**config.mk**
```make
export PLATFORM = sky130hd
export DESIGN_NAME = leitor_display_7_seguimentos_flat
export DESIGN_NICKNAME = d
export VERILOG_FILES = /design/src/rtl/leitor_display_7_seguimentos_pkg.sv /design/src/rtl/leitor_display_7_seguimentos_if.sv /design/src/rtl/leitor_display_7_seguimentos_decodificador.sv /design/src/rtl/leitor_display_7_seguimentos.sv /design/src/flat_wrapper.sv
export SDC_FILE = /design/constraint.sdc
export NUM_CORES = 1
export LEC_CHECK = 0
export ABC_AREA = 1
export BUFFER_PORTS_ARGS = -buffer_cell sky130_fd_sc_hd__buf_2
export CELL_PAD_IN_SITES_DETAIL_PLACEMENT = 0
export CELL_PAD_IN_SITES_GLOBAL_PLACEMENT = 1
export CORE_UTILIZATION = 41
export CTS_BUF_LIST = sky130_fd_sc_hd__clkbuf_2
export CTS_CLUSTER_DIAMETER = 100
export DETAILED_ROUTE_END_ITERATION = 12
export GPL_TIMING_DRIVEN = 0
export HOLD_SLACK_MARGIN = 0.06
export PLACE_DENSITY_LB_ADDON = 0.3
export SYNTH_ARGS = -nofsm -noshare
export SYNTH_HDL_FRONTEND = slang
export SYNTH_SLANG_ARGS = --single-unit
```
**constraint.sdc**
```tcl
create_clock -name clock -period 2.1 [get_ports clock]
set_input_delay 0.315 -clock clock [delete_from_list [all_inputs] [get_ports clock]]
set_output_delay 0.315 -clock clock [all_outputs]
set_load 0.005 [all_outputs]
```
**src/rtl/leitor_display_7_seguimentos_pkg.sv**
```systemverilog
// Shared constants for reading back the active-low multiplexed seven-segment bus.
// Pure definitions: no logic, no latency, no flow control.
package leitor_display_pkg;

  localparam int ESTAVEL_DEF = 4;
  localparam int TIMEOUT_DEF = 65535;

  // Active-low segment codes, bit0 = a ... bit6 = g
  localparam logic [6:0] SEG_0     = 7'h40;
  localparam logic [6:0] SEG_1     = 7'h79;
  localparam logic [6:0] SEG_2     = 7'h24;
  localparam logic [6:0] SEG_3     = 7'h30;
  localparam logic [6:0] SEG_4     = 7'h19;
  localparam logic [6:0] SEG_5     = 7'h12;
  localparam logic [6:0] SEG_6     = 7'h02;
  localparam logic [6:0] SEG_7     = 7'h78;
  localparam logic [6:0] SEG_8     = 7'h00;
  localparam logic [6:0] SEG_9     = 7'h10;
  localparam logic [6:0] SEG_A     = 7'h08;
  localparam logic [6:0] SEG_B     = 7'h03;
  localparam logic [6:0] SEG_C     = 7'h46;
  localparam logic [6:0] SEG_D     = 7'h21;
  localparam logic [6:0] SEG_E     = 7'h06;
  localparam logic [6:0] SEG_F     = 7'h0E;
  localparam logic [6:0] SEG_A_ALT = 7'h48;

  localparam logic [1:0] ST_AGUARDA   = 2'd0;
  localparam logic [1:0] ST_FILTRA    = 2'd1;
  localparam logic [1:0] ST_CAPTURADO = 2'd2;

  typedef enum logic [1:0] {
    AGUARDA   = ST_AGUARDA,
    FILTRA    = ST_FILTRA,
    CAPTURADO = ST_CAPTURADO
  } estado_t;

endpackage

```
**src/rtl/leitor_display_7_seguimentos_if.sv**
```systemverilog
// Display pins in, decoded frame out; slave side is the reader.
// Pins are free-running; outputs are a single-cycle valid pulse with no ready.
interface leitor_display_7_seguimentos_if;
  logic [6:0]  seg_n;
  logic [3:0]  dig_n;
  logic [15:0] valor;
  logic        valido;
  logic        erro;
  logic        sem_sinal;

  modport master (
    output seg_n, dig_n,
    input  valor, valido, erro, sem_sinal
  );

  modport slave (
    input  seg_n, dig_n,
    output valor, valido, erro, sem_sinal
  );
endinterface

```
**src/rtl/leitor_display_7_seguimentos_decodificador.sv**
```systemverilog
// Combinational active-low segment pattern to hex nibble; zero latency, no flow control.
// Unknown codes give nibble 0 with o_valido low.
module decodificador_7_seguimentos_4_bits
  import leitor_display_pkg::*;
(
  input  logic [6:0] i_seg_n,
  output logic [3:0] o_nibble,
  output logic       o_valido
);

  always_comb begin
    o_nibble = 4'h0;
    o_valido = 1'b1;
    case (i_seg_n)
      SEG_0:            o_nibble = 4'h0;
      SEG_1:            o_nibble = 4'h1;
      SEG_2:            o_nibble = 4'h2;
      SEG_3:            o_nibble = 4'h3;
      SEG_4:            o_nibble = 4'h4;
      SEG_5:            o_nibble = 4'h5;
      SEG_6:            o_nibble = 4'h6;
      SEG_7:            o_nibble = 4'h7;
      SEG_8:            o_nibble = 4'h8;
      SEG_9:            o_nibble = 4'h9;
      SEG_A, SEG_A_ALT: o_nibble = 4'hA;
      SEG_B:            o_nibble = 4'hB;
      SEG_C:            o_nibble = 4'hC;
      SEG_D:            o_nibble = 4'hD;
      SEG_E:            o_nibble = 4'hE;
      SEG_F:            o_nibble = 4'hF;
      default:          o_valido = 1'b0;
    endcase
  end

endmodule

```
**src/rtl/leitor_display_7_seguimentos.sv**
```systemverilog
// Filters each scan slot of a 4-digit active-low display bus and assembles 16-bit frames.
// Pin-to-capture 2+ESTAVEL cycles, frame pulse one cycle after the 4th capture; no backpressure.
module leitor_display_7_seguimentos
  import leitor_display_pkg::*;
#(
  parameter int ESTAVEL = ESTAVEL_DEF,
  parameter int TIMEOUT = TIMEOUT_DEF
) (
  input  logic                            clock,
  input  logic                            resetn,
  leitor_display_7_seguimentos_if.slave   io_disp
);

  localparam logic [7:0]  EST    = 8'(ESTAVEL);
  localparam logic [7:0]  EST_M1 = 8'(ESTAVEL - 1);
  localparam logic [15:0] TMO    = 16'(TIMEOUT);

  logic [6:0]       r_seg_s1, r_seg_s2;
  logic [3:0]       r_dig_s1, r_dig_s2;
  logic [10:0]      r_par_ant;
  logic [7:0]       r_cnt;
  estado_t          r_estado;
  logic [3:0][3:0]  r_slots;
  logic [3:0]       r_mask;
  logic             r_acc;
  logic [15:0]      r_idle;
  logic [15:0]      r_valor;
  logic             r_valido;
  logic             r_erro;
  logic             r_sem;

  logic [10:0]      w_par;
  logic             w_mudou;
  logic [7:0]       w_cnt;
  logic             w_legal;
  logic [1:0]       w_idx;
  logic [3:0]       w_nib;
  logic             w_nib_ok;
  logic             w_captura;
  logic             w_grava;
  logic [3:0]       w_mask_nxt;
  logic [3:0][3:0]  w_slots_nxt;
  logic             w_acc_nxt;
  logic             w_quadro;
  logic             w_expira;
  estado_t          w_estado_nxt;

  decodificador_7_seguimentos_4_bits u_dec (
    .i_seg_n  (r_seg_s2),
    .o_nibble (w_nib),
    .o_valido (w_nib_ok)
  );

  assign w_par   = {r_dig_s2, r_seg_s2};
  assign w_mudou = (w_par != r_par_ant);
  // Count as seen in the current cycle: 0 on the first cycle of a new pair
  assign w_cnt   = w_mudou ? 8'd0 : ((r_cnt == EST) ? EST : r_cnt + 8'd1);

  always_comb begin
    w_legal = 1'b1;
    w_idx   = 2'd0;
    case (r_dig_s2)
      4'b1110: w_idx = 2'd0;
      4'b1101: w_idx = 2'd1;
      4'b1011: w_idx = 2'd2;
      4'b0111: w_idx = 2'd3;
      default: w_legal = 1'b0;
    endcase
  end

  assign w_captura = w_legal && (w_cnt == EST_M1) && ((r_estado != CAPTURADO) || w_mudou);
  assign w_grava   = w_captura && !r_mask[w_idx];
  assign w_expira  = !w_legal && (r_idle == TMO - 16'd1);

  always_comb begin
    w_mask_nxt  = r_mask;
    w_slots_nxt = r_slots;
    w_acc_nxt   = r_acc;
    if (w_grava) begin
      w_mask_nxt[w_idx]  = 1'b1;
      w_slots_nxt[w_idx] = w_nib_ok ? w_nib : 4'h0;
      w_acc_nxt          = r_acc | !w_nib_ok;
    end
  end

  assign w_quadro = (w_mask_nxt == 4'hF);

  always_comb begin
    if (!w_legal)
      w_estado_nxt = AGUARDA;
    else if (w_captura)
      w_estado_nxt = CAPTURADO;
    else if ((r_estado == CAPTURADO) && !w_mudou)
      w_estado_nxt = CAPTURADO;
    else
      w_estado_nxt = FILTRA;
  end

  always_ff @(posedge clock) begin
    if (!resetn) begin
      r_seg_s1  <= '1;
      r_seg_s2  <= '1;
      r_dig_s1  <= '1;
      r_dig_s2  <= '1;
      r_par_ant <= '1;
      r_cnt     <= '0;
      r_estado  <= AGUARDA;
      r_slots   <= '0;
      r_mask    <= '0;
      r_acc     <= 1'b0;
      r_idle    <= '0;
      r_valor   <= '0;
      r_valido  <= 1'b0;
      r_erro    <= 1'b0;
      r_sem     <= 1'b0;
    end else begin
      r_seg_s1  <= io_disp.seg_n;
      r_seg_s2  <= r_seg_s1;
      r_dig_s1  <= io_disp.dig_n;
      r_dig_s2  <= r_dig_s1;
      r_par_ant <= w_par;
      r_cnt     <= w_cnt;
      r_estado  <= w_estado_nxt;
      r_valido  <= 1'b0;

      // Frame completion and timeout are mutually exclusive: capture needs a legal select
      if (w_quadro) begin
        r_valor  <= w_slots_nxt;
        r_erro   <= w_acc_nxt;
        r_valido <= 1'b1;
        r_slots  <= w_slots_nxt;
        r_mask   <= '0;
        r_acc    <= 1'b0;
      end else if (w_expira) begin
        r_mask   <= '0;
        r_acc    <= 1'b0;
      end else begin
        r_slots  <= w_slots_nxt;
        r_mask   <= w_mask_nxt;
        r_acc    <= w_acc_nxt;
      end

      if (w_legal) begin
        r_idle <= '0;
        r_sem  <= 1'b0;
      end else if (r_idle != TMO) begin
        r_idle <= r_idle + 16'd1;
        if (w_expira)
          r_sem <= 1'b1;
      end
    end
  end

  assign io_disp.valor     = r_valor;
  assign io_disp.valido    = r_valido;
  assign io_disp.erro      = r_erro;
  assign io_disp.sem_sinal = r_sem;

endmodule

```
**src/flat_wrapper.sv**
```systemverilog
// flat-port wrapper written by rule: the top's interface ports become plain ports
module leitor_display_7_seguimentos_flat import leitor_display_pkg::*;
#(
  parameter int ESTAVEL = ESTAVEL_DEF,
  parameter int TIMEOUT = TIMEOUT_DEF
)
  (clock, resetn, io_disp_seg_n, io_disp_dig_n, io_disp_valor, io_disp_valido, io_disp_erro, io_disp_sem_sinal);
  leitor_display_7_seguimentos_if io_disp_i ();
  input  logic clock;
  input  logic resetn;
  input wire logic [$bits(io_disp_i.seg_n)-1:0] io_disp_seg_n;
  input wire logic [$bits(io_disp_i.dig_n)-1:0] io_disp_dig_n;
  output wire logic [$bits(io_disp_i.valor)-1:0] io_disp_valor;
  output wire logic [$bits(io_disp_i.valido)-1:0] io_disp_valido;
  output wire logic [$bits(io_disp_i.erro)-1:0] io_disp_erro;
  output wire logic [$bits(io_disp_i.sem_sinal)-1:0] io_disp_sem_sinal;
  assign io_disp_i.seg_n = io_disp_seg_n;
  assign io_disp_i.dig_n = io_disp_dig_n;
  assign io_disp_valor = io_disp_i.valor;
  assign io_disp_valido = io_disp_i.valido;
  assign io_disp_erro = io_disp_i.erro;
  assign io_disp_sem_sinal = io_disp_i.sem_sinal;
  leitor_display_7_seguimentos #(.ESTAVEL(ESTAVEL), .TIMEOUT(TIMEOUT)) u_core (.clock(clock), .resetn(resetn), .io_disp(io_disp_i));
endmodule
```
# Yosys cells after proc, flatten, opt, wreduce, memory -nomap -nowiden
# Cells that the tools add are included.
word_totals:
  reg_bits: 99
  in_bits: 13
  out_inout_bits: 19
  wordCells: 98
classes:
  n_addsub: 2
  magnitude_cmp: 2
  eq_ne: 29
  muxes: 22
  n_bitwise: 4
  reduce_logical: 20
ops:
  columns: ["op", "n"]
  rows:
  - ["$pmux W4 S15", 1]
  - ["$mux W16", 3]
  - ["$eq A7 B7 Y1 const B", 5]
  - ["$eq A7 B5 Y1 const B", 3]
  - ["$eq A7 B6 Y1 const B", 3]
  - ["$reduce_or A17 Y1", 1]
  - ["$add A16 B1 Y16 const B", 1]
  - ["$bwmux W16", 1]
  - ["$eq A16 B16 Y1 const B", 1]
  - ["$eq A4 B4 Y1 const B", 4]
  - ["$mux W8", 2]
  - ["$ne A16 B16 Y1 const B", 1]
  - ["$eq A7 B2 Y1 const B", 2]
  - ["$eq A7 B4 Y1 const B", 2]
  - ["$mux W4", 3]
  - ["$ne A11 B11 Y1", 1]
  - ["$add A8 B1 Y8 const B", 1]
  - ["$demux W4 S2", 1]
  - ["$eq A8 B2 Y1 const B", 1]
  - ["$eq A8 B3 Y1 const B", 1]
  - ["$eq A7 B3 Y1 const B", 1]
  - ["$logic_not A7 Y1", 1]
  - ["$logic_and A1 B1 Y1", 6]
  - ["$mux W1", 6]
  - ["19 further kinds", 27]

# Longest topological paths before layout
logic_depth:
  word_depth: 10
  ltp_mapped: 17
  mapped_depth_nobuf: 16

# Modules after synthesis
# From an unflattened synthesis, not the netlist that was laid out.
unflattened:
  hier_cells: 628
  hier_area_um2: 4465.5
modules_own_cells:
  columns: ["mod", "instances", "cells_per_inst", "area_per_inst_um2", "seq_area_each_um2"]
  rows:
  - ["leitor_display_7_seguimentos", 1, 550, 4116.4, 1981.9]
  - ["decodificador_7_seguimentos_4_bits", 1, 78, 349.1, 0.0]

# Least setup slack after synthesis
# Ideal clock, no wire load.
synth_path:
  path_kind: "register to register"
  start: "register u_core.r_cnt[0]"
  end: "register u_core.r_erro, in the netlist u_core.io_disp.erro"
  setup_time_ps: 114
  t_arrival_ps: 2035
  required_ps: 1986
  slack_ps: -49
  path_stages_with_launch: 16
  n_path_buf: 1
  synth_period_minus_slack_ps: 2149
  cell_sequence: "dfxtp_1 -> ha_1 -> nand3_1 -> xor2_1 -> nand2_1 -> a21oi_2 -> nor2_1 -> nor2_2 -> nand4_1 -> nand2_1 -> nand2_1 -> inv_2 -> nand2_4 -> buf_6 -> nand3_1 -> nand2_1"
synth_via:
  elab_chain_cells: 9
  elab_cells_between_ends: 11
  classes_between: "1 x add/sub; 3 x eq/ne; 4 x mux; 3 x reduce/logical"
synth_lines:
  columns: ["element", "line_no", "rtl"]
  rows:
  - ["start: declaration", "leitor_display_7_seguimentos.sv:21", "logic [7:0] r_cnt;"]
  - ["start signal: assignment", "leitor_display_7_seguimentos.sv:122", "r_cnt <= w_cnt;"]
  - ["$add A8 B1 Y8 / $eq A8 B3 Y1 (equally long branches)", "leitor_display_7_seguimentos.sv:57", "assign w_cnt = w_mudou ? 8'd0 : ((r_cnt == EST) ? EST : r_cnt + 8'd1);"]
  - ["$mux W8 * (2 in a row)", "leitor_display_7_seguimentos.sv:57", null]
  - ["$eq A8 B2 Y1 *", "leitor_display_7_seguimentos.sv:71", "assign w_captura = w_legal && (w_cnt == EST_M1) && ((r_estado != CAPTURADO) || w_mudou);"]
  - ["$logic_and A1 B1 Y1 * (2 in a row)", "leitor_display_7_seguimentos.sv:71", null]
  - ["$logic_and A1 B1 Y1 *", "leitor_display_7_seguimentos.sv:72", "assign w_grava = w_captura && !r_mask[w_idx];"]
  - ["$mux W4", "leitor_display_7_seguimentos.sv:79", "if (w_grava) begin"]
  - ["$eq A4 B4 Y1", "leitor_display_7_seguimentos.sv:86", "assign w_quadro = (w_mask_nxt == 4'hF);"]
  - ["end signal: assignment", "leitor_display_7_seguimentos.sv:129", "r_erro <= w_acc_nxt;"]
  - ["end: declaration", "leitor_display_7_seguimentos.sv:29", "logic r_erro;"]
# Every way passes the cells marked *; elsewhere a longest branch is shown, timed or not.
# A chain may end at the register's enable or synchronous reset.

# Worst setup path after layout
layout_path:
  start: "register u_core.r_cnt[0]"
  end: "register u_core.r_valor[12], in the netlist u_core.io_disp.valor[12]"
layout_via:
  elab_chain_cells: 9
  elab_cells_between_ends: 11
  classes_between: "1 x add/sub; 3 x eq/ne; 4 x mux; 3 x reduce/logical"
layout_lines:
  columns: ["element", "line_no", "rtl"]
  rows:
  - ["$add A8 B1 Y8 / $eq A8 B3 Y1 (equally long branches)", "leitor_display_7_seguimentos.sv:57", null]
  - ["$mux W8 * (2 in a row)", "leitor_display_7_seguimentos.sv:57", null]
  - ["$eq A8 B2 Y1 *", "leitor_display_7_seguimentos.sv:71", null]
  - ["$logic_and A1 B1 Y1 * (2 in a row)", "leitor_display_7_seguimentos.sv:71", null]
  - ["$logic_and A1 B1 Y1 *", "leitor_display_7_seguimentos.sv:72", null]
  - ["$mux W4", "leitor_display_7_seguimentos.sv:79", null]
  - ["$eq A4 B4 Y1", "leitor_display_7_seguimentos.sv:86", null]
  - ["end signal: assignment", "leitor_display_7_seguimentos.sv:128", "r_valor <= w_slots_nxt;"]
  - ["end: declaration", "leitor_display_7_seguimentos.sv:27", "logic [15:0] r_valor;"]
# Marked as above.

==> impl_metrics.toml <==
[outcome]
status = "complete, but fails checks"
violations = "setup timing"

[clocking]
cts.sinks = 99
clk_pin_slew_ns = 0.25
clockRootBuffer = "clkbuf_2"
cts.path.max_buffers = 2
cts_max_level = 3
cts_made_buffers = 9
insertion_delay_ns = 0.55
tritoncts = "done"

[die]
die_w_um = 103
core_area_sq_um = 9860
fp.dieH_um = 103
die-area_sq_um = 10700
rows = 36
io_pins = 32
start_util = 0.427

[worst_setup_path]
r2r-end = "u_core.io_disp.valor[12]"
path_max_fanout = 6
endpoint = "u_core.io_disp.valor[12]"
worstSetupPathDepth = 15
timing.rr.start = "u_core.r_cnt[0]"
r2r_slack_ns = -0.12
cp-start-kind = "register"
worstSetupPathType = "register to register"
crit_path_max_incr_delay_ns = 0.45
required_ns = 2.60
slowest_stage = "dfxtp_4"
reg2reg_depth = 15
critPathLaunch = "u_core.r_cnt[0]"
crit_path_end_kind = "register"
path_cells = "inv_4, ha_4, inv_2, nor2_1, nand3_1, nor2_1, nand3_2, nor2_4, nand4_1, nand2_2, nand2_4, nor2_4, buf_6, nand3_1, nand2_1"
critical_path_arrival_ns = 2.71
path_buf_inv = 3
critPathTopFamily = "simple AND/OR/NAND/NOR gates"

[finish]
instances_no_fill = 785
n_antenna_cell = 0
fin_nets = 664
utilization = 0.522
area_growth_pct = 22.2
fillers = 1000
drive_gt1_frac = 0.268

[synthesis]
synthSimpleGateAreaFrac = 0.344
syn_avg_cell_area_sq_um = 7.37
synth_nets = 589
async_flop_share = 0
synthCells = 572
synth_edf_count = 0
muxShareOfSynthArea = 0
seq_area_frac_synth = 0.470
syn_area_sq_um = 4220
synth_fa_ha_area_frac = 0.0119
synth_seq_cells = 99
synth_compound_area_frac = 0.0546
ys_warn_count = 0
ys_types = 34
synth_flop_cell = "dfxtp_1"
synth_top_family_by_area = "simple AND/OR/NAND/NOR gates"
synthXorXnorAreaFrac = 0.0228

[pwr]
ir_drop_mv = 0.294
power_density_nw_per_um2 = 560
p_leak_nw = 2.42
power_mw = 2.89

[route]
antenna_left = 0
drc = 0
num_vias = 3688
wl_per_cell_um = 11.7
drt-initial-drc-count = 125
drt_pre_antenna_iters = 5
routed_wl_mm = 9.20
via_per_inst = 4.70

[sta]
period_share = 1.06
setup_ws_ns = -0.117
worst_pin_slew_ns = 0.631
setup_violations = 22
slew_viol_final = 0
fin_crit_ns = 2.22
hold_viol = 0
clock-skew-final_ns = 0.0492
maxSlewHeadroom = 0.579
holdWs_ns = 0.186
fmax_mhz = 451
rsz0062_at_grt = "true"

[global_routing]
grtUsageTotal = 0.184
grt_pass1_vias = 3347
grt_max_degree = 16
overflow = 0
grt_pass1_wl_mm = 15.0
antenna_found_initial = 0

[placement]
dpl.hpwl_mm = 6.32
port_buffers = 31
place.gp.congestion = 0.941
dp.cells = 736

[hold_path]
hp-class = "primary input to register"

[job]
maxCapViolCount = 0
-- synthesized netlist by cell type, types with 4 or more instances --
master	count	area share
nand2_1	122	0.11
dfxtp_1	99	0.47
inv_1	79	0.070
nor2_1	61	0.054
nand3_1	53	0.063
o21ai_0	26	0.031
or2_2	23	0.034
nand4_1	19	0.028
nor3_1	17	0.020
a21oi_1	10	0.012
inv_2	8	0.0071
xnor2_1	7	0.015
clkbuf_1	5	0.0045
buf_2	4	0.0047
ha_1	4	0.012
xor2_1	4	0.0083
-- worst min-delay path: stages --
cell and delay [ns]:
buf_2 0.14, nand4_1 0.22, nor2_1 0.06
-- cell type report --
class,count,area [sq um],area share
multi-input cells,373,2050,0.399
flip-flops and latches,99,2000,0.389
repair buffers,63,434,0.0843
inverters,87,332,0.0644
well taps,133,166,0.0323
plain buffers,14,81.3,0.0158
clock buffers,10,50.0,0.00971
clock inverters,6,32.5,0.00631
-- routing by layer --
layer / share of wire / up-vias / global-route usage / wire length, um
met4: 0.014 / 0 / 0.0802 / 133
met2: 0.48 / 45 / 0.310 / 4380
met5: 0 / - / 0 / 0
met3: 0.031 / 12 / 0.0376 / 281
met1: 0.48 / 1674 / 0.229 / 4400
li1: - / 1957 / - / -
-- per-stage QoR --
stage	TNS [ns]	instance area, sq um	setup slack, ns
floorplan	-0.0147	4240	-0.00164
global placement	-7.49	4560	-0.340
detailed placement	-9.07	4560	-0.394
CTS	-0.817	4990	-0.0652
global route	-6.75	5150	-0.286
finish	-1.85	5150	-0.117
-- sequential cells by signal, indices dropped and copies added (netlist names), 2 cells and up --
| register | count |
|---|---|
| u_core.r_cnt | 8 |
| u_core.io_disp.valor | 16 |
| u_core.r_slots | 16 |
| u_core.r_dig_s1 | 4 |
| u_core.r_par_ant | 11 |
| u_core.r_dig_s2 | 4 |
| u_core.r_seg_s1 | 7 |
| u_core.r_idle | 16 |
| u_core.r_estado | 2 |
| u_core.r_seg_s2 | 7 |
| u_core.r_mask | 4 |
-- cell families after synthesis --
family,after synthesis
adder cells (fa/ha/maj),4
buffers and inverters,101
flip-flops,99
XOR/XNOR,11
AND/OR/NAND/NOR,314
AO/OA/AOI/OAI,43
-- report_power, final --
group	switching, mW	internal [mW]
Clock	0.592	0.152
Sequential	0.0241	1.92
Combinational	0.121	0.0806
-- worst min-delay path by stage --
| stage | from | endpoint | slack [ns] | cells after the start |
|---|---|---|---|---|
| after CTS | resetn | u_core.r_cnt[0] | 0.11 | 3 |
| final | resetn | u_core.r_cnt[0] | 0.19 | 3 |
| after floorplan | u_core.r_dig_s1[0] | u_core.r_dig_s2[0] | 0.39 | 1 |
| after global placement | u_core.r_seg_s1[6] | u_core.r_seg_s2[6] | 0.39 | 1 |
| after global routing | resetn | u_core.r_cnt[3] | 0.14 | 3 |
| after detailed placement | u_core.r_seg_s1[5] | u_core.r_seg_s2[5] | 0.40 | 1 |
-- cell usage in the layout, fill, tap and decap left out, drive strengths merged --
cell           n
a21oi         11
nor3b          1
nor3          17
nor2b          1
nor4           2
nand4         20
nand2        127
clkbuf        15
dlygate4sd3   11
o21bai         2
xnor2          7
nand3         54
and2           1
o21ai         26
a31oi          3
buf           61
dfxtp         99
or2           24
nand3b         1
a21o           1
xor2           4
nor2          67
clkinv         6
inv           87
ha             4
-- what timing repair did --
| action | 4_1_cts | 5_1_grt |
|---|---|---|
| hold buffers | 11 | 0 |
| gates cloned | 3 | 1 |
| pin swaps | 15 | 18 |
| hold endpoints to repair | 11 | 0 |
| buffers inserted | 16 | 3 |
| endpoints found under the setup margin | 41 | 49 |
| resized for setup | 24 | 59 |
Note: power is estimated with default switching activity, not from simulation.
